File: src/rtl/layer_reg_scheduler_if.sv
// Host write, compositor scan and layer-register memory signals of layer_reg_scheduler.
// The slave modport is the scheduler; master is the host/compositor/memory side.
interface layer_reg_scheduler_if;
    logic        host_wr_valid;
    logic        host_wr_ready;
    logic [4:0]  host_wr_addr;
    logic [15:0] host_wr_data;
    logic        scan_valid;
    logic [4:0]  scan_addr;
    logic [15:0] scan_data;
    logic        scan_done;
    logic [4:0]  mem_read_addr;
    logic [15:0] mem_read_data;
    logic        mem_write_en;
    logic [4:0]  mem_write_addr;
    logic [15:0] mem_write_data;

    modport master (
        output host_wr_valid, host_wr_addr, host_wr_data, mem_read_data,
        input  host_wr_ready, scan_valid, scan_addr, scan_data, scan_done,
               mem_read_addr, mem_write_en, mem_write_addr, mem_write_data
    );

    modport slave (
        input  host_wr_valid, host_wr_addr, host_wr_data, mem_read_data,
        output host_wr_ready, scan_valid, scan_addr, scan_data, scan_done,
               mem_read_addr, mem_write_en, mem_write_addr, mem_write_data
    );
endinterface

File: src/rtl/layer_reg_scheduler.sv
// Layer-register bank owner: vblank-gated host write FIFO, per-frame read scan and,
// when LAYER_REG_CLEAR_EN is defined, a clear engine sharing the single write port.
//
// scan state | meaning
// S_IDLE     | no scan; drain/clear may use the write port
// S_SCAN     | mem_read_addr = idx, one beat registered per cycle
// S_DONE     | last beat on the outputs; write port still stalled
module layer_reg_scheduler #(
    parameter int NUM_LAYERS = 32,
    parameter int FIFO_DEPTH = 4
) (
    input  logic                        clk,
    input  logic                        reset,
    input  logic                        vblank,
    input  logic                        scan_start,
`ifdef LAYER_REG_CLEAR_EN
    input  logic                        clear_req,
    output logic                        clear_done,
`endif
    output logic [$clog2(FIFO_DEPTH):0] fifo_count,
    layer_reg_scheduler_if.slave        bus
);
    localparam int PW = $clog2(FIFO_DEPTH);
    localparam int CW = PW + 1;
    localparam logic [4:0] LAST = 5'(NUM_LAYERS - 1);

    typedef enum logic [1:0] {S_IDLE, S_SCAN, S_DONE} scan_state_t;

    scan_state_t scan_q, scan_d;
    logic [4:0]  idx_q;
    logic        scan_valid_q, scan_done_q;
    logic [4:0]  scan_addr_q;
    logic [15:0] scan_data_q;

    logic [4:0]  fifo_addr [FIFO_DEPTH];
    logic [15:0] fifo_data [FIFO_DEPTH];
    logic [PW-1:0] wr_ptr_q, rd_ptr_q;
    logic [CW-1:0] count_q;
    logic        full, empty, push, pop, ready;

    logic        wr_en_q;
    logic [4:0]  wr_addr_q;
    logic [15:0] wr_data_q;

    logic        scan_hold, drain_allow, drain_go, clr_write, clr_busy;
    logic [4:0]  clr_addr;

    // A scan_start being accepted this cycle already blocks the write port.
    assign scan_hold = (scan_q != S_IDLE) || scan_start;

    always_ff @(posedge clk or negedge reset) begin
        if (!reset) scan_q <= S_IDLE;
        else        scan_q <= scan_d;
    end

    always_comb begin
        scan_d = scan_q;
        unique case (scan_q)
            S_IDLE: if (scan_start) scan_d = S_SCAN;
            S_SCAN: if (idx_q == LAST) scan_d = S_DONE;
            S_DONE: scan_d = S_IDLE;
            default: scan_d = S_IDLE;
        endcase
    end

    always_ff @(posedge clk or negedge reset) begin
        if (!reset) begin
            idx_q        <= '0;
            scan_valid_q <= 1'b0;
            scan_done_q  <= 1'b0;
            scan_addr_q  <= '0;
            scan_data_q  <= '0;
        end else begin
            idx_q        <= (scan_q == S_SCAN) ? idx_q + 5'd1 : '0;
            scan_valid_q <= (scan_q == S_SCAN);
            scan_done_q  <= (scan_q == S_SCAN) && (idx_q == LAST);
            scan_addr_q  <= (scan_q == S_SCAN) ? idx_q : '0;
            scan_data_q  <= (scan_q == S_SCAN) ? bus.mem_read_data : '0;
        end
    end

    assign full  = (count_q == CW'(FIFO_DEPTH));
    assign empty = (count_q == '0);
    assign push  = bus.host_wr_valid && ready;
    assign pop   = drain_go;
    assign drain_go = vblank && !empty && !scan_hold && drain_allow;

    always_ff @(posedge clk) begin
        if (push) begin
            fifo_addr[wr_ptr_q] <= bus.host_wr_addr;
            fifo_data[wr_ptr_q] <= bus.host_wr_data;
        end
    end

    always_ff @(posedge clk or negedge reset) begin
        if (!reset) begin
            wr_ptr_q <= '0;
            rd_ptr_q <= '0;
            count_q  <= '0;
        end else begin
            if (push) wr_ptr_q <= wr_ptr_q + PW'(1);
            if (pop)  rd_ptr_q <= rd_ptr_q + PW'(1);
            unique case ({push, pop})
                2'b10:   count_q <= count_q + CW'(1);
                2'b01:   count_q <= count_q - CW'(1);
                default: count_q <= count_q;
            endcase
        end
    end

`ifdef LAYER_REG_CLEAR_EN
    typedef enum logic [1:0] {C_IDLE, C_PEND, C_RUN, C_FIN} clr_state_t;

    clr_state_t clr_q, clr_d;
    logic [4:0] caddr_q;
    logic       clear_done_q;

    assign clr_write   = (clr_q == C_RUN) && vblank && !scan_hold;
    assign clr_busy    = (clr_q != C_IDLE);
    assign drain_allow = (clr_q == C_IDLE) || (clr_q == C_PEND);
    assign clr_addr    = caddr_q;
    assign clear_done  = clear_done_q;

    always_ff @(posedge clk or negedge reset) begin
        if (!reset) clr_q <= C_IDLE;
        else        clr_q <= clr_d;
    end

    always_comb begin
        clr_d = clr_q;
        unique case (clr_q)
            C_IDLE: if (clear_req) clr_d = C_PEND;
            C_PEND: if (vblank && empty && !scan_hold) clr_d = C_RUN;
            C_RUN:  if (clr_write && (caddr_q == LAST)) clr_d = C_FIN;
            C_FIN:  clr_d = C_IDLE;
            default: clr_d = C_IDLE;
        endcase
    end

    always_ff @(posedge clk or negedge reset) begin
        if (!reset) begin
            caddr_q      <= '0;
            clear_done_q <= 1'b0;
        end else begin
            if (clr_q == C_IDLE) caddr_q <= '0;
            else if (clr_write)  caddr_q <= caddr_q + 5'd1;
            clear_done_q <= (clr_q == C_FIN);
        end
    end
`else
    assign clr_write   = 1'b0;
    assign clr_busy    = 1'b0;
    assign drain_allow = 1'b1;
    assign clr_addr    = '0;
`endif

    assign ready = !full && !clr_busy;

    always_ff @(posedge clk or negedge reset) begin
        if (!reset) begin
            wr_en_q   <= 1'b0;
            wr_addr_q <= '0;
            wr_data_q <= '0;
        end else begin
            wr_en_q <= 1'b0;
            if (clr_write) begin
                wr_en_q   <= 1'b1;
                wr_addr_q <= clr_addr;
                wr_data_q <= '0;
            end else if (drain_go) begin
                wr_en_q   <= 1'b1;
                wr_addr_q <= fifo_addr[rd_ptr_q];
                wr_data_q <= fifo_data[rd_ptr_q];
            end
        end
    end

    assign bus.host_wr_ready  = ready;
    assign bus.scan_valid     = scan_valid_q;
    assign bus.scan_addr      = scan_addr_q;
    assign bus.scan_data      = scan_data_q;
    assign bus.scan_done      = scan_done_q;
    assign bus.mem_read_addr  = (scan_q == S_SCAN) ? idx_q : '0;
    assign bus.mem_write_en   = wr_en_q;
    assign bus.mem_write_addr = wr_addr_q;
    assign bus.mem_write_data = wr_data_q;
    assign fifo_count         = count_q;
endmodule
File: src/flat_wrapper.sv
// flat-port wrapper written by rule: the top's interface ports become plain ports
module layer_reg_scheduler_flat 
#(
    parameter int NUM_LAYERS = 32,
    parameter int FIFO_DEPTH = 4
)
  (clk, reset, vblank, scan_start, fifo_count, bus_host_wr_valid, bus_host_wr_addr, bus_host_wr_data, bus_mem_read_data, bus_host_wr_ready, bus_scan_valid, bus_scan_addr, bus_scan_data, bus_scan_done, bus_mem_read_addr, bus_mem_write_en, bus_mem_write_addr, bus_mem_write_data);
  layer_reg_scheduler_if bus_i ();
  input  logic clk;
  input  logic reset;
  input  logic vblank;
  input  logic scan_start;
  output logic [$clog2(FIFO_DEPTH):0] fifo_count;
  input wire logic [$bits(bus_i.host_wr_valid)-1:0] bus_host_wr_valid;
  input wire logic [$bits(bus_i.host_wr_addr)-1:0] bus_host_wr_addr;
  input wire logic [$bits(bus_i.host_wr_data)-1:0] bus_host_wr_data;
  input wire logic [$bits(bus_i.mem_read_data)-1:0] bus_mem_read_data;
  output wire logic [$bits(bus_i.host_wr_ready)-1:0] bus_host_wr_ready;
  output wire logic [$bits(bus_i.scan_valid)-1:0] bus_scan_valid;
  output wire logic [$bits(bus_i.scan_addr)-1:0] bus_scan_addr;
  output wire logic [$bits(bus_i.scan_data)-1:0] bus_scan_data;
  output wire logic [$bits(bus_i.scan_done)-1:0] bus_scan_done;
  output wire logic [$bits(bus_i.mem_read_addr)-1:0] bus_mem_read_addr;
  output wire logic [$bits(bus_i.mem_write_en)-1:0] bus_mem_write_en;
  output wire logic [$bits(bus_i.mem_write_addr)-1:0] bus_mem_write_addr;
  output wire logic [$bits(bus_i.mem_write_data)-1:0] bus_mem_write_data;
  assign bus_i.host_wr_valid = bus_host_wr_valid;
  assign bus_i.host_wr_addr = bus_host_wr_addr;
  assign bus_i.host_wr_data = bus_host_wr_data;
  assign bus_i.mem_read_data = bus_mem_read_data;
  assign bus_host_wr_ready = bus_i.host_wr_ready;
  assign bus_scan_valid = bus_i.scan_valid;
  assign bus_scan_addr = bus_i.scan_addr;
  assign bus_scan_data = bus_i.scan_data;
  assign bus_scan_done = bus_i.scan_done;
  assign bus_mem_read_addr = bus_i.mem_read_addr;
  assign bus_mem_write_en = bus_i.mem_write_en;
  assign bus_mem_write_addr = bus_i.mem_write_addr;
  assign bus_mem_write_data = bus_i.mem_write_data;
  layer_reg_scheduler #(.NUM_LAYERS(NUM_LAYERS), .FIFO_DEPTH(FIFO_DEPTH)) u_core (.clk(clk), .reset(reset), .vblank(vblank), .scan_start(scan_start), .fifo_count(fifo_count), .bus(bus_i));
endmodule
File: config.mk
export PLATFORM = sky130hd
export DESIGN_NAME = layer_reg_scheduler_flat
export DESIGN_NICKNAME = d
export VERILOG_FILES = /design/src/rtl/layer_reg_scheduler_if.sv /design/src/rtl/layer_reg_scheduler.sv /design/src/flat_wrapper.sv
export SDC_FILE = /design/constraint.sdc
export NUM_CORES = 1
export LEC_CHECK = 0
export CAP_MARGIN = 10
export CORE_AREA = 5 5 113 115
export DETAILED_ROUTE_END_ITERATION = 10
export DIE_AREA = 0 0 118 120
export GPL_TIMING_DRIVEN = 0
export HOLD_SLACK_MARGIN = 0.08
export PLACE_DENSITY = 0.75
export SLEW_MARGIN = 0
export SYNTH_ARGS = -nofsm -noshare
export SYNTH_HDL_FRONTEND = slang
export SYNTH_SLANG_ARGS = --single-unit
File: constraint.sdc
create_clock -name clk -period 7 [get_ports clk]
set_clock_uncertainty 0.15 [all_clocks]
set_input_delay 1.4 -clock clk [delete_from_list [all_inputs] [get_ports clk]]
set_output_delay 1.4 -clock clk [all_outputs]
set_load 0.05 [all_outputs]
## After elaboration in Yosys (flattened, before gate mapping)

Memories as Yosys holds them, arrays and structs flattened. A register that Yosys moved wholly into a read port is not among the register bits.
Cells that the tools add are included.

- Bits in registers: 38
- RAM bits: 84
- Logic and storage cells: 49
- Memories: 2

- $add $sub $neg: 5
- Eq/ne operators: 7
- Mux-type cells: 10
- Reductions and logical operators: 15

Memories:

| name | depth | bits a word | rd ports | clocked after memory_dff | write ports | line | source |
|---|---|---|---|---|---|---|---|
| u_core.fifo_data | 4 | 16 | 1 | 1 | 1 | layer_reg_scheduler.sv:36 | `logic [15:0] fifo_data [FIFO_DEPTH];` |
| u_core.fifo_addr | 4 | 5 | 1 | 1 | 1 | layer_reg_scheduler.sv:35 | `logic [4:0] fifo_addr [FIFO_DEPTH];` |

Operator list:

| operator | number |
|---|---|
| $mux 16 | 1 |
| $mux 5 | 2 |
| $pmux 3 s2 | 1 |
| $add 5x1->5 const B | 1 |
| $eq 5x5->1 const B | 1 |
| $logic_not 1->1 | 5 |
| $add 2x1->2 const B | 2 |
| $eq 2x1->1 const B | 2 |
| $logic_and 1x1->1 | 4 |
| $mux 2 | 2 |
| $ne 2x2->1 const B | 2 |
| $pmux 2 s2 | 1 |
| $reduce_bool 2->1 | 2 |
| $add 3x1->3 const B | 1 |
| $eq 3x3->1 const B | 1 |
| $logic_not 3->1 | 1 |
| $mux 1 | 3 |
| $sub 3x1->3 const B | 1 |
| $eq 2x2->1 const B | 1 |
| $logic_not 2->1 | 1 |
| $reduce_and 2->1 | 1 |
| $logic_or 1x1->1 | 1 |

## Depth between registers and ports, before layout

Gate-level depths: netlist (run 1).

- Depth in word-level cells: 6
- Depth in mapped cells: 10
- Gate-level depth less buffers: 9

## Worst setup path after synthesis (run 1)

No wires, ideal clock.

- Kind: input-to-reg
- Start point: in scan_start
- End point: reg u_core.count_q[2], in the netlist u_core.fifo_count[2]
- Library setup time: 0.082 ns
- Arrival: 2.928 ns
- Required time: 6.768 ns
- Path slack: 3.840 ns
- Stages: 10
- Path buffers: 2
- Path through: nor2_1 -> and3_1 -> buf_6 -> buf_12 -> ha_1 -> inv_1 -> fa_1 -> xor2_1 -> nor2_1 -> xor2_1

- Cells in the longest elaborated chain, start to end: 5

Ends and longest elaborated chain:

| what | line | source |
|---|---|---|
| start: declaration | flat_wrapper.sv:12 | `input logic scan_start;` |
| $logic_or 1x1->1 * | layer_reg_scheduler.sv:49 | `assign scan_hold = (scan_q != S_IDLE) \|\| scan_start;` |
| $logic_not 1->1 * | layer_reg_scheduler.sv:86 | `assign drain_go = vblank && !empty && !scan_hold && drain_allow;` |
| $logic_and 1x1->1 * | layer_reg_scheduler.sv:86 |  |
| via u_core.drain_go | layer_reg_scheduler.sv:45 | `logic scan_hold, drain_allow, drain_go, clr_write, clr_busy;` |
| $eq 2x1->1 / $eq 2x2->1 (equally long branches) | layer_reg_scheduler.sv:103 | `unique case ({push, pop})` |
| $pmux 3 s2 / $reduce_bool 2->1 (equally long branches) | n/a |  |
| end signal: assignment | layer_reg_scheduler.sv:104 | `2'b10: count_q <= count_q + CW'(1);` |
| end signal: assignment | layer_reg_scheduler.sv:105 | `2'b01: count_q <= count_q - CW'(1);` |
| end signal: assignment | layer_reg_scheduler.sv:106 | `default: count_q <= count_q;` |
| end: declaration | layer_reg_scheduler.sv:38 | `logic [CW-1:0] count_q;` |

The timed path passes the listed nets; every way through them passes the cells marked *.
A chain may end at the register's enable or synchronous reset.

## Final worst setup path (run 1)

- Start point: reg u_core.scan_q[1]
- End point: out bus_mem_read_addr[4]

- Cells in the longest elaborated chain, start to end: 2

Ends and longest elaborated chain:

| what | line | source |
|---|---|---|
| start: declaration | layer_reg_scheduler.sv:29 | `scan_state_t scan_q, scan_d;` |
| start signal: assignment | layer_reg_scheduler.sv:53 | `else scan_q <= scan_d;` |
| $eq 2x1->1 | layer_reg_scheduler.sv:183 | `assign bus.mem_read_addr = (scan_q == S_SCAN) ? idx_q : '0;` |
| $mux 5 | layer_reg_scheduler.sv:183 |  |
| end: declaration | flat_wrapper.sv:23 | `output wire logic [$bits(bus_i.mem_read_addr)-1:0] bus_mem_read_addr;` |

Every way passes these cells.

==> summary.md, run 1 <==
| Metric | Value |
|---|---|
| Post-synthesis compound-gate area fraction | `0.1404%` |
| Starting Density | `45.66%` |
| Synth area leaders | `edfxtp_1, dfrtp_1, mux4_2, mux2_4, and2_1` |
| Crit Path Class | `reg2out` |
| Yosys warnings | `0` |
| R2r startpoint | `u_core.fifo_count[0]$_DFFE_PN0P_` |
| Worst hold path depth | `1` |
| Crit-path cells | `nand2b_1 > inv_1 > clkbuf_1 > and2_1 > clkdlybuf4s50_1` |
| Largest net degree at the start of global routing | `42` |
| Crit path max fanout | `10` |
| Seq cells post-synth | `143` |
| Syn avg cell area | `20.26 um^2` |
| Register area share after synthesis | `74.78%` |
| Fin crit share | `57.39%` |
| Fin nets | `429` |
| Grt met2 use | `24.96%` |
| Xor-xnor portion of the synthesized cell area | `1.310%` |
| Worst-Skew Late Latency | `0.41 ns` |
| CP endpoint kind | `output port` |
| First-pass GRT wire length | `15.93 mm` |
| Ratio of cells with drive above 1 in the final layout | `19.95%` |
| P per Cell Area | `456.6 mW/mm^2` |
| Mux cell area share after synthesis | `14.93%` |
| Post-route DRC violation count | `0` |
| Clk Tree Root Cell | `clkbuf_16` |
| Die H | `120 um` |
| Final hold slack | `0.3163 ns` |
| Type of origin of the critical path | `flip-flop` |
| Synth top area share | `47.17%` |
| Switching Fraction | `34.09%` |
| Area of the die | `0.01416 mm^2` |
| Initial DRC count | `101` |
| Vias/cell | `4.970` |
| Post_cts resized | `0` |
| Routed WL | `9.887 mm` |
| FF-to-FF path depth | `9` |
| Ports | `96` |
| Gr busiest metal | `met2` |
| Hold Startpoint | `u_core.scan_q[1]$_DFFE_PN0P_` |
| Layout area overhead | `32.29%` |
| Postcts setup bufs | `0` |
| Grt met3 use | `4.854%` |
| Asr flop ratio synth | `41.26%` |
| CTS Buf Count | `17` |
| CP delay by family, top | `buffers and inverters` |
| Synth Area in Adders | `2.012%` |
| Max_cap viols | `0` |
| Fmax | `248.9 MHz` |
| Drt pass-1 iters | `4` |
| Worst EP required | `5.45 ns` |
| Count leader, synth | `edfxtp_1` |
| Synth Instances | `264` |
| Syn nets | `314` |
| EDFF count, synth | `84` |
| Sink Count | `143` |
| Cts hold-fix bufs | `0` |
| Netlist cell types | `26` |
| Vias in the first global route | `2879` |
| Slew Viols, Final | `0` |
| GP Congestion | `0.7102` |
| Worst path slowest cell | `clkdlybuf4s50_1` |
| Main synth FF type | `edfxtp_1` |
| Measured slew at the worst slew-check pin | `1.159 ns` |
| ANT cells | `0` |
| H-Tree Level Count | `4` |
| Synth top cells by count | `edfxtp_1, dfrtp_1, and2_1` |
| Reg2Reg Setup Slack | `4.57 ns` |
| Gr ovfl total | `0` |
| Wire per inst | `18.38 um` |
| WP data arrival | `2.47 ns` |
| Worst Hold Class | `reg2reg` |
| Routing usage on met1 | `17.30%` |
| Tot Pwr | `3.230 mW` |
| Combinational power share | `35.0%` |
| WHS Endpoint | `u_core.scan_q[0]$_DFFE_PN0P_` |
| Via count | `2674` |
| Cell area after synthesis | `0.005348 mm^2` |
| Peak VDD IR | `321.2 uV` |
| Pint | `2.129 mW` |
| RSZ-0062 raised after global routing | `no` |
| Reg2reg end | `u_core.fifo_count[2]$_DFFE_PN0P_` |
| Final setup viols | `0` |
| Port bufs | `95` |
| Crit path largest cell delay | `0.80 ns` |
| Hold Fails Final Rpt | `0` |
| Fillers | `886` |
| Cell taking the most area after synthesis | `edfxtp_1` |
| DRT antenna net count | `0` |
| Clock group share of total power | `27.4%` |
| Final min period | `4.017 ns` |
| Largest family of logic cells by synthesized area | `multiplexers` |
| Simple-gate portion of the synthesized area | `4.820%` |
| TNS Setup | `0 ns` |
| Placement Rows | `40` |
| Static Leakage | `2.688 nW` |
| GRT Total Usage | `14.87%` |
| P_sw | `1.101 mW` |
| Die width | `118 um` |
| HPWL Detailed | `6.312 mm` |
| Initial antenna violation count | `0` |
| Reg clk slew, reported paths | `0.06 ns` |
| Core Area | `0.01171 mm^2` |
| Status | `finished, final reports clean` |
| CTS tree | `done` |
| Longest Clk Path Bufs | `2` |
| Flop pwr share | `37.5%` |
| Worst Path Buf+Inv | `3` |
| Max-slew headroom | `22.76%` |
## worst max-delay path by stage
stage	start	to	depth (start not counted)	slack, ns
2_1_floorplan	scan_start	u_core.fifo_count[2]$_DFFE_PN0P_	10	3.84
3_3_place_gp	reset	u_core.bus.scan_data[0]$_DFF_PN0_	1	2.37
3_5_place_dp	vblank	u_core.fifo_count[2]$_DFFE_PN0P_	11	3.18
4_1_cts	u_core.scan_q[1]$_DFFE_PN0P_	bus_mem_read_addr[4]	5	2.93
5_1_grt	u_core.scan_q[1]$_DFFE_PN0P_	bus_mem_read_addr[4]	5	2.75
6_report	u_core.scan_q[1]$_DFFE_PN0P_	bus_mem_read_addr[4]	5	2.98
## final cells by class
type	count	area, um^2	share of cell area (%)
buffer	10	81.33	1.150
clock buffer	19	432.9	6.120
clock inverter	12	143.9	2.034
inverter	7	26.28	0.3714
multi-input combinational	104	1241	17.55
sequential	143	3999	56.53
tap	147	183.9	2.600
timing repair buffer	96	965.9	13.65
## placed cells by master, fill, tap and decap left out, drive strengths merged, types with 3 or more instances in the layout
| master | count |
|---|---|
| clkdlybuf4s50 | 94 |
| edfxtp | 84 |
| dfrtp | 59 |
| and2 | 26 |
| mux2 | 22 |
| mux4 | 21 |
| clkbuf | 21 |
| buf | 10 |
| inv | 8 |
| ha | 7 |
| and3 | 6 |
| nor2 | 5 |
| clkinv | 5 |
| xor2 | 4 |
| xnor2 | 4 |
| clkinvlp | 3 |
| bufinv | 3 |
## cell families (layout without fill, tap and decap cells)
group                      count (synthesis)  count (layout)
and+or+nand+nor                           43              43
DFF                                      143             143
adders and majority gates                  8               8
xor gates and xnor gates                   8               8
buffers and inverters                     17             144
AOI/OAI and AO/OA                          1               1
muxes                                     44              44
## sequential cells by signal, summed over array words and instances, names as in the netlist, 2 cells and up
signal	count
u_core.bus.mem_write_addr	5
u_core.bus.mem_write_data	16
u_core.bus.scan_addr	5
u_core.bus.scan_data	16
u_core.fifo_addr	20
u_core.fifo_count	3
u_core.fifo_data	64
u_core.idx_q	5
u_core.rd_ptr_q	2
u_core.scan_q	2
u_core.wr_ptr_q	2
## per-layer routing
layer	share of wire (%)	vias to the layer above	wire length, um
met5	0	-	0
met2	52	82	5104
li1	-	1223	-
met4	1.6	0	161
met3	5.6	14	556
met1	41	1355	4065
## power groups by stage
stage	Sequential [mW]	Clock (mW)	Combinational, mW
detailed placement	1.23	0	1.15
CTS	1.22	0.904	1.15
global route	1.24	0.939	1.20
floorplan	1.52	0	0.473
finish	1.21	0.886	1.13
global placement	1.22	0	1.13
## per-stage QoR
step                      setup slack [ns]  cell area [um^2]  util (%)  std cells
after CTS                            2.930              7074     60.41        538
after floorplan                      3.840              5348         -        264
after global placement               2.370              6482     55.35        506
after detailed placement             3.183              6497     55.48        507
after global routing                 2.747              7074     60.41        538
final                                2.983              7074     60.41        538
No activity file was read; power rests on OpenSTA's default activity.
==> run 2: changes to the inputs <==
--- a/config.mk
+++ b/config.mk
@@ -11,7 +11,7 @@
 export DIE_AREA = 0 0 118 120
 export GPL_TIMING_DRIVEN = 0
 export HOLD_SLACK_MARGIN = 0.08
-export PLACE_DENSITY = 0.75
+export PLACE_DENSITY = 0.77
 export SLEW_MARGIN = 0
 export SYNTH_ARGS = -nofsm -noshare
 export SYNTH_HDL_FRONTEND = slang
==> constraint.sdc (replaced) <==
create_clock -name clk -period 3.6 [get_ports clk]
set_clock_uncertainty 0.15 [all_clocks]
set_input_delay 0.72 -clock clk [delete_from_list [all_inputs] [get_ports clk]]
set_output_delay 0.72 -clock clk [all_outputs]
set_load 0.05 [all_outputs]
==> summary.md, run 2 (synthesized netlist as in run 1, its figures left out) <==
| Metric | Value |
|---|---|
| Status | `finished, final reports clean` |
| H-Tree Level Count | `4` |
| Worst path slowest cell | `clkdlybuf4s50_1` |
| Initial antenna violation count | `0` |
| Drt pass-1 iters | `5` |
| Placed Cells | `507` |
| Reg2reg end | `u_core.fifo_count[2]$_DFFE_PN0P_` |
| Postcts setup bufs | `0` |
| Die H | `120 um` |
| Longest Clk Path Bufs | `2` |
| Peak VDD IR | `585.3 uV` |
| Met1 wire length | `3.901 mm` |
| Gr ovfl total | `0` |
| Fin crit share | `93.33%` |
| Worst-Skew Late Latency | `0.41 ns` |
| Met3 WL post-DR | `531 um` |
| FF-to-FF path depth | `9` |
| ANT cells | `0` |
| Met2 WL post-DR | `4.999 mm` |
| Reg clk slew, reported paths | `0.06 ns` |
| Worst Hold Class | `in2async` |
| Crit Path Class | `reg2out` |
| Port bufs | `95` |
| Largest net degree at the start of global routing | `43` |
| Final setup viols | `0` |
| RSZ-0062 raised after global routing | `no` |
| WP data arrival | `2.49 ns` |
| Crit path largest cell delay | `0.81 ns` |
| Area of the die | `0.01416 mm^2` |
| Crit path max fanout | `10` |
| Layout area overhead | `32.64%` |
| Via count | `2637` |
| Vias/cell | `4.892` |
| Clk Tree Root Cell | `clkbuf_16` |
| Pre-CTS setup slack | `0.4735 ns` |
| Hold Fails Final Rpt | `0` |
| Final min period | `3.360 ns` |
| HPWL Detailed | `6.136 mm` |
| Ports | `96` |
| Worst EP required | `2.73 ns` |
| Post_cts resized | `0` |
| Initial DRC count | `157` |
| Reg2Reg Setup Slack | `1.19 ns` |
| GRT Total Usage | `14.60%` |
| CP endpoint kind | `output port` |
| CP delay by family, top | `buffers and inverters` |
| Max-slew headroom | `23.12%` |
| Worst setup margin | `0.2402 ns` |
| Ratio of cells with drive above 1 in the final layout | `20.66%` |
| Starting Density | `45.66%` |
| Commonest non-fill, non-tap cell in the layout | `clkdlybuf4s50_1` |
| Sink Count | `143` |
| Fmax | `297.6 MHz` |
| Slew Viols, Final | `0` |
| Crit-path cells | `nand2b_1 > inv_1 > clkbuf_1 > and2_1 > clkdlybuf4s50_1` |
| Static Leakage | `2.698 nW` |
| Routed WL | `9.554 mm` |
| Wire per inst | `17.73 um` |
| Type of origin of the critical path | `flip-flop` |
| Largest registers | `u_core.fifo_data: 64 flops, u_core.fifo_addr: 20 flops` |
| Fin nets | `429` |
| CTS Buf Count | `17` |
| Non-Filler Instances | `539` |
| Largest register FFs | `64` |
| Vias in the first global route | `2949` |
| P per Cell Area | `885.7 mW/mm^2` |
| Placement Rows | `40` |
| Core Area | `0.01171 mm^2` |
| DRT antenna net count | `0` |
| Most frequent cells in the layout | `clkdlybuf4s50_1, edfxtp_1, dfrtp_1, and2_1, mux4_2` |
| GP Congestion | `0.6878` |
| DR top layer | `met4` |
| Largest register by flop count | `u_core.fifo_data` |
| R2r startpoint | `u_core.fifo_count[0]$_DFFE_PN0P_` |
| Post-route DRC violation count | `0` |
| First-pass GRT wire length | `15.83 mm` |
| Max_cap viols | `0` |
| Die width | `118 um` |
| Measured slew at the worst slew-check pin | `1.153 ns` |
| CTS tree | `done` |
| Worst Path Buf+Inv | `3` |
| Cts hold-fix bufs | `0` |
## run 2: cell count changes in the layout (fill, tap and decap cells not counted)
cell / delta
clkinv_4: +3
clkbuf_1: -2
## run 2: stage by stage
step / power (mW) / hold WS, ns / TNS [ns] / utilization [%] / area, um^2
CTS: 6.364 / 0.1073 / 0 / 60.57 / 7093
floorplan: 3.877 / 0.2683 / 0 / - / 5348
global placement: 4.552 / 0.2813 / -12.34 / 55.35 / 6482
detailed placement: 4.615 / 0.3038 / 0 / 55.48 / 6497
global route: 6.580 / 0.1332 / 0 / 60.57 / 7093
finish: 6.283 / 0.1085 / 0 / 60.57 / 7093
## run 2: final cells by class
cell class / count / area (um^2)
clock buffers: 17 / 425.4
repair buffers: 96 / 965.9
inverters: 7 / 26.28
well taps: 147 / 183.9
flip-flops and latches: 143 / 3999
clock inverters: 15 / 170.2
multi-input cells: 104 / 1241
plain buffers: 10 / 81.33
fillers: 884 / 4618
## run 2: how the worst max path moves through the flow
stage                                                 from                            endpoint  slack [ns]  depth (start not counted)
final                         u_core.scan_q[1]$_DFFE_PN0P_                bus_mem_read_addr[3]        0.24                          5
after global routing          u_core.scan_q[1]$_DFFE_PN0P_                bus_mem_read_addr[3]        0.03                          5
after CTS                     u_core.scan_q[1]$_DFFE_PN0P_                bus_mem_read_addr[3]        0.22                          5
after detailed placement                            vblank    u_core.fifo_count[2]$_DFFE_PN0P_        0.47                         11
after global placement                               reset  u_core.bus.scan_data[14]$_DFF_PN0_       -0.21                          1
after floorplan           u_core.fifo_count[2]$_DFFE_PN0P_    u_core.fifo_count[2]$_DFFE_PN0P_        0.77                          9
## run 2: where the power goes
part / internal [mW] / switching [mW] / leakage, nW / total, mW
clock: 1.08 / 0.646 / 0.284 / 1.73
sequential: 2.19 / 0.168 / 1.50 / 2.36
combinational: 0.874 / 1.32 / 0.917 / 2.20
total: 4.15 / 2.14 / 2.70 / 6.28
## run 2: routing by layer
metal / global-route usage (%) / vias up
li1: - / 1220
met1: 17.64 / 1324
met2: 24.05 / 83
met3: 4.901 / 10
met4: 6.237 / 0
met5: 0 / -
==> run 3: changes to the inputs <==
--- a/config.mk
+++ b/config.mk
@@ -6,12 +6,12 @@
 export NUM_CORES = 1
 export LEC_CHECK = 0
 export CAP_MARGIN = 10
-export CORE_AREA = 5 5 113 115
+export CORE_AREA = 5 5 157 84
 export DETAILED_ROUTE_END_ITERATION = 10
-export DIE_AREA = 0 0 118 120
+export DIE_AREA = 0 0 162 89
 export GPL_TIMING_DRIVEN = 0
 export HOLD_SLACK_MARGIN = 0.08
-export PLACE_DENSITY = 0.77
+export PLACE_DENSITY = 0.78
 export SLEW_MARGIN = 0
 export SYNTH_ARGS = -nofsm -noshare
 export SYNTH_HDL_FRONTEND = slang
==> summary.md, run 3 (synthesized netlist as in run 1, its figures left out) <==
| Metric | Value |
|---|---|
| Ports | `96` |
| Initial DRC count | `186` |
| Vias in the first global route | `2923` |
| WP data arrival | `2.48 ns` |
| Peak VDD IR | `397.4 uV` |
| R2r startpoint | `u_core.fifo_count[0]$_DFFE_PN0P_` |
| Largest register by flop count | `u_core.fifo_data` |
| Measured slew at the worst slew-check pin | `1.147 ns` |
| RSZ-0062 raised after global routing | `no` |
| Die H | `89 um` |
| Wire per inst | `18.65 um` |
| Worst Hold Class | `in2async` |
| Met3 WL post-DR | `789 um` |
| Clk Tree Root Cell | `clkbuf_16` |
| Via count | `2716` |
| Switching Fraction | `33.60%` |
| CP endpoint kind | `output port` |
| Worst-Skew Late Latency | `0.41 ns` |
| Hold Fails Final Rpt | `0` |
| Clock group share of total power | `28.0%` |
| Met2 WL post-DR | `4.499 mm` |
| Most frequent cells in the layout | `clkdlybuf4s50_1, edfxtp_1, dfrtp_1, and2_1, mux4_2` |
| Final Cell Area | `0.007104 mm^2` |
| Slew Viols, Final | `0` |
| Met1 wire length | `4.754 mm` |
| Fin crit share | `92.98%` |
| Reg2Reg Setup Slack | `1.19 ns` |
| Type of origin of the critical path | `flip-flop` |
| Reg2reg end | `u_core.fifo_count[2]$_DFFE_PN0P_` |
| Initial antenna violation count | `0` |
| H-Tree Level Count | `4` |
| Gr ovfl total | `0` |
| Final setup viols | `0` |
| Largest register FFs | `64` |
| Post-route DRC violation count | `0` |
| Pint | `4.211 mW` |
| GRT Total Usage | `15.04%` |
| Tot Pwr | `6.342 mW` |
| Largest registers | `u_core.fifo_data: 64 flops, u_core.fifo_addr: 20 flops` |
| Fmax | `298.8 MHz` |
| CTS tree | `done` |
| Die width | `162 um` |
| Fin nets | `429` |
| Max-slew headroom | `23.50%` |
| HPWL Detailed | `6.739 mm` |
| Commonest non-fill, non-tap cell in the layout | `clkdlybuf4s50_1` |
| Sink Count | `143` |
| Longest Clk Path Bufs | `2` |
| Starting Density | `46.26%` |
| P_sw | `2.131 mW` |
| Postcts setup bufs | `0` |
| Placement Rows | `28` |
| Area of the die | `0.01442 mm^2` |
| Ratio of cells with drive above 1 in the final layout | `19.90%` |
| Flop pwr share | `37.3%` |
| TNS Setup | `0 ns` |
| Core Area | `0.01156 mm^2` |
| Worst EP required | `2.73 ns` |
| Post_cts resized | `0` |
| Largest net degree at the start of global routing | `37` |
| CTS Buf Count | `17` |
| ANT cells | `0` |
| Drt pass-1 iters | `4` |
| First-pass GRT wire length | `15.85 mm` |
| FF-to-FF path depth | `9` |
| P per Cell Area | `892.7 mW/mm^2` |
| Combinational power share | `34.7%` |
| Routed WL | `10.11 mm` |
| Core Util, Final | `61.45%` |
| Static Leakage | `2.703 nW` |
| Final min period | `3.347 ns` |
| GP Congestion | `0.7229` |
| Vias/cell | `5.011` |
| DRT antenna net count | `0` |
| Cts hold-fix bufs | `0` |
| Port bufs | `95` |
| Crit Path Class | `reg2out` |
| Post-DP Area | `0.006501 mm^2` |
| DR top layer | `met4` |
| Status | `finished, final reports clean` |
| Crit path max fanout | `10` |
| Reg clk slew, reported paths | `0.06 ns` |
| Layout area overhead | `32.85%` |
| Max_cap viols | `0` |
[run 3: changes by cell type in the layout (fill, tap and decap cells not counted)]
| cell | before | now |
|---|---|---|
| bufinv_16 | 3 | 4 |
| clkinv_4 | 3 | 1 |
| clkinv_1 | 2 | 3 |
| clkinvlp_4 | 3 | 2 |
| inv_6 | 1 | 0 |
| clkbuf_1 | 2 | 4 |
[run 3: worst max path at each step]
stage | startpoint | endpoint | cells after the start
detailed placement | vblank | u_core.fifo_count[2]$_DFFE_PN0P_ | 11
global placement | reset | u_core.bus.mem_write_data[9]$_DFFE_PN0P_ | 1
finish | u_core.scan_q[1]$_DFFE_PN0P_ | bus_mem_read_addr[4] | 5
global route | u_core.scan_q[1]$_DFFE_PN0P_ | bus_mem_read_addr[4] | 5
floorplan | u_core.fifo_count[2]$_DFFE_PN0P_ | u_core.fifo_count[2]$_DFFE_PN0P_ | 9
CTS | u_core.scan_q[1]$_DFFE_PN0P_ | bus_mem_read_addr[4] | 5
[run 3: metal layers]
| layer | vias to the layer above | global-route usage (%) |
|---|---|---|
| met5 | - | 0 |
| met4 | 0 | 4.605 |
| met3 | 11 | 6.218 |
| met2 | 105 | 23.50 |
| met1 | 1373 | 19.65 |
| li1 | 1227 | - |
[run 3: critical path, stage by stage, from the launching register on]
cell and delay (ns):
dfrtp_1 0.39, nand2b_1 0.19, inv_1 0.18, clkbuf_1 0.29, and2_1 0.20, clkdlybuf4s50_1 0.81
[run 3: layout make-up]
| type | instances | area (um^2) |
|---|---|---|
| plain buffers | 10 | 81.33 |
| fillers | 866 | 4457 |
| inverters | 7 | 26.28 |
| repair buffers | 96 | 965.9 |
| multi-input cells | 104 | 1241 |
| clock inverters | 13 | 170.2 |
| clock buffers | 19 | 432.9 |
| flip-flops and latches | 143 | 3999 |
| well taps | 150 | 187.7 |
[run 3: through the flow]
stage	worst slack [ns]	cells	hold WS, ns
finish	0.2529	542	0.1382
global route	0.05124	542	0.1678
CTS	0.2012	542	0.1366
detailed placement	0.4461	510	0.3131
global placement	-0.2620	509	0.2819
floorplan	0.7659	264	0.2683
[run 3: power by group through the flow]
stage                     clock (mW)  sequential, mW  combinational, mW
final                           1.77            2.36               2.20
after global routing            1.90            2.41               2.34
after CTS                       1.81            2.37               2.24
after detailed placement           0            2.40               2.23
after global placement             0            2.37               2.19
after floorplan                    0            2.96              0.919
